$ cat src/rtl/encoder42_serial.sv
// Serial 4:2 priority encoder: captures a request vector and streams out one
// beat per set bit (highest index first), or a single "none" beat for zero.
module encoder42_serial (
  input  logic       clk,
  input  logic       rst,
  input  logic       en,
  input  logic       in_valid,
  output logic       in_ready,
  input  logic [3:0] d,
  output logic       out_valid,
  input  logic       out_ready,
  output logic [1:0] y,
  output logic       last,
  output logic       none
);

  typedef enum logic {IDLE, SERVE} state_t;

  state_t     state_q, state_d;
  logic [3:0] pend_q, pend_d;
  logic       zflag_q, zflag_d;

  logic       accept;
  logic       consume;
  logic       onehot;
  logic [1:0] idx;

  always_comb begin
    idx = 2'd0;
    if (pend_q[3])      idx = 2'd3;
    else if (pend_q[2]) idx = 2'd2;
    else if (pend_q[1]) idx = 2'd1;
  end

  // Exactly one bit left means the beat about to go out is the final one.
  assign onehot = (pend_q != 4'd0) && ((pend_q & (pend_q - 4'd1)) == 4'd0);

  // Enable is active-low; en=1 gates both handshakes, which freezes all state.
  assign in_ready  = (state_q == IDLE) && !en && !rst;
  assign out_valid = (state_q == SERVE) && !en;
  assign y         = idx;
  assign last      = out_valid && (zflag_q || onehot);
  assign none      = out_valid && zflag_q;

  assign accept  = in_valid && in_ready;
  assign consume = out_valid && out_ready;

  always_comb begin
    state_d = state_q;
    pend_d  = pend_q;
    zflag_d = zflag_q;
    case (state_q)
      IDLE: begin
        if (accept) begin
          pend_d  = d;
          zflag_d = (d == 4'd0);
          state_d = SERVE;
        end
      end
      SERVE: begin
        if (consume) begin
          if (last) begin
            pend_d  = 4'd0;
            zflag_d = 1'b0;
            state_d = IDLE;
          end else begin
            pend_d[idx] = 1'b0;
          end
        end
      end
      default: state_d = IDLE;
    endcase
  end

  always_ff @(posedge clk or posedge rst) begin
    if (rst) begin
      state_q <= IDLE;
      pend_q  <= 4'd0;
      zflag_q <= 1'b0;
    end else begin
      state_q <= state_d;
      pend_q  <= pend_d;
      zflag_q <= zflag_d;
    end
  end

endmodule
$ cat config.mk
export PLATFORM = sky130hd
export DESIGN_NAME = encoder42_serial
export DESIGN_NICKNAME = d
export VERILOG_FILES = /design/src/rtl/encoder42_serial.sv
export SDC_FILE = /design/constraint.sdc
export NUM_CORES = 1
export LEC_CHECK = 0
export CAP_MARGIN = 10
export CORE_MARGIN = 2
export CORE_UTILIZATION = 30
export CTS_BUF_LIST = sky130_fd_sc_hd__clkbuf_4 sky130_fd_sc_hd__clkbuf_8
export DETAILED_ROUTE_END_ITERATION = 8
export HOLD_SLACK_MARGIN = 0.12
export SETUP_SLACK_MARGIN = 0.4
export SLEW_MARGIN = 0
export SYNTH_ARGS = -nofsm -noshare
export SYNTH_HDL_FRONTEND = slang
export SYNTH_SLANG_ARGS = --single-unit
$ cat constraint.sdc
create_clock -name clk -period 1.31 [get_ports clk]
set_input_delay 0.393 -clock clk [delete_from_list [all_inputs] [get_ports clk]]
set_output_delay 0.393 -clock clk [all_outputs]
set_load 0.05 [all_outputs]
==> results.cfg <==
[global_route]
first_global_vias = 548
grtUsageTotal_pct = 21.8
overflow = 0
grt_pass1_wl_mm = 2.30
grt_max_degree = 7
antenna_found_initial = 0

[worst_setup_path]
cpMaxStageDelayCell = dfrtp_1
cp_top_family = flip-flops
crit_buf_inv = 1
required_ps = 920
cp_max_fo = 4
crit_chain = xor2_1 > o211ai_1 > nand2_1 > and2_4 > buf_12
r2r_setup_slack_ps = -360
cp-end-kind = output pin
slowest_delay_ps = 410
worstSetupPathType = reg2out
start_kind = flip-flop
arrival_ps = 1400

[cts]
clk_path_buf_depth = 2
cts_hold_buf = 0
cts_made_buffers = 3
clk_latency_ps = 250
clock-root-buffer = clkbuf_4
h-tree-depth = 1
cts_tree = built
clk_pin_slew_ps = 50
cts_sinks = 6

[route]
wl_per_cell_um = 13.3
route.detailed.drc = 0
first_pass_iters = 4
vias_per_cell = 4.76
dr.first_iter.drc_count = 6
routed_wirelength_mm = 1.50
vias = 538
antenna_left = 0

[outcome]
status = finished, violations left
violations = setup timing

[floorplan]
initial_utilization_pct = 31.9
rows = 13
core_um2 = 1300
die_h_um = 41.2
die_w_um = 41.2
die-area_um2 = 1700
ios = 15

[timing]
finalHoldWorstSlack_ps = 418
skew_ps = 4.46
setup_violations = 12
rsz0062_at_grt = true
slew-limit-headroom_pct = 82.2
max_slew.worst_pin.slew_ps = 265
period_share_pct = 137
fmax_mhz = 557
fin_ws_ps = -485
slew_violations = 0
final_hold_viol_count = 0
final.min_clock_period_ps = 1800

[place]
dp_slack_ps = -545
gp_congestion = 0.820
portBuffers = 14
place.detailed.hpwl_mm = 1.05
postPlaceCellArea_um2 = 822

[logic_synthesis]
ys_seq_area_share_pct = 36.1
yosys.cell_types.count = 24
syn_nets = 54
synth_warnings = 0
postSynthCellCount = 45
avgSynthCellArea_um2 = 9.23
synth_top_area_cell = dfrtp_1
netlist_area_um2 = 415
ys_top_cells_by_area = dfrtp_1 (36%), nor2_1 (6.3%), a22o_1 (6.3%)
ys_ff_latch = 6
yosys.area.top_type_share_pct = 36.1

[layout]
nets = 109
layout-drive-gt1-share_pct = 66.3
fill_cells = 92
design_area_um2 = 1020
n_antenna_cell = 0
mostFrequentLayoutCell = buf_4
final_cell_mix = buf_4 (25), buf_6 (12), buf_12 (6)
area_growth_pct = 147

[power_and_ir_drop]
peakVddDrop_mv = 1.99
p_leak_nw = 0.497
powerDensity_nw_per_um2 = 2560

[job]
drv_cap = 0

[min_path]
hold_class = in2async
## synth_stat cells
cell type and n:
a22o_1 3, a21o_1 1, o21ai_0 3, or2b_1 1, nor4b_4 1, and2_1 2, nor4_1 1, xor2_1 1
a211o_1 1, a32oi_1 1, o211ai_1 1, a31oi_1 1, nor3_1 1, o21bai_4 1, nand2_1 2, nor2b_1 1
o21ai_2 2, dfrtp_1 6, or3_1 1, nand3b_1 1, a21oi_1 1, inv_1 4, nor2_1 7, buf_6 1
## cell type report
type	count	area, µm²	share of cell area [%]
clock buffer	3	22.5	2.20
inverter	4	17.5	1.71
multi-input combinational	34	299	29.2
sequential	6	151	14.8
tap	15	18.8	1.83
timing repair buffer	51	515	50.3
## through the flow
| stage | TNS [ps] | power [mW] | utilization [%] | instances |
|---|---|---|---|---|
| final | -2310 | 2.63 | 78.8 | 113 |
| after global routing | -2880 | 2.78 | 78.8 | 113 |
| after CTS | -2440 | 2.53 | 76.9 | 111 |
| after detailed placement | -4830 | 1.74 | 63.2 | 94 |
| after global placement | -4310 | 1.71 | 63.2 | 94 |
| after floorplan | -497 | 1.06 | - | 45 |
## report_power, final
| part | switching (mW) | internal, mW | total (mW) |
|---|---|---|---|
| clock network | 0.0706 | 0.104 | 0.174 |
| logic | 0.830 | 1.27 | 2.10 |
| registers | 0.0964 | 0.260 | 0.356 |
| total | 0.997 | 1.63 | 2.63 |
## worst paths after layout
kind / start / to / cells past startpoint
max: pend_q[1] / last / 5
max in group asynchronous: rst / state_q / 3
max reg2reg: pend_q[1] / state_q / 10
min in group clk: pend_q[0] / pend_q[0] / 1
min reg2reg: pend_q[0] / pend_q[0] / 1
min: rst / pend_q[0] / 3
## flip-flops by register name (all words and copies together) (netlist names)
register  count
pend_q        4
state_q       1
zflag_q       1
## what timing repair did
| item | CTS | global route |
|---|---|---|
| setup endpoints to repair | 12 | 12 |
| resized for setup | 19 | 5 |
| cloned | 0 | 0 |
| buffers inserted | 14 | 2 |
| pin swaps | 6 | 4 |
## worst register-to-register path, stage by stage, from the launching register on
cell and delay [ps]:
dfrtp_1 410, xor2_1 180, o211ai_1 160, nand2_1 100
buf_4 140, buf_6 100, buf_6 100, buf_6 100
buf_6 100, buf_6 100, a21oi_2 100
## logic make-up after synthesis
kind of cell / synth area share, %
DFF: 36.1
and+or+nand+nor: 26.2
xor gates and xnor gates: 2.11
AOI/OAI and AO/OA: 29.2
buffers and inverters: 6.32
## layer usage
| layer | up-vias | wire (µm) | track usage, % |
|---|---|---|---|
| li1 | 270 | - | - |
| met1 | 252 | 564 | 23.3 |
| met2 | 13 | 842 | 39.8 |
| met3 | 3 | 69 | 3.80 |
| met4 | 0 | 22 | 12.1 |
| met5 | - | 0 | 0 |
No activity file was read; power rests on OpenSTA's default activity.
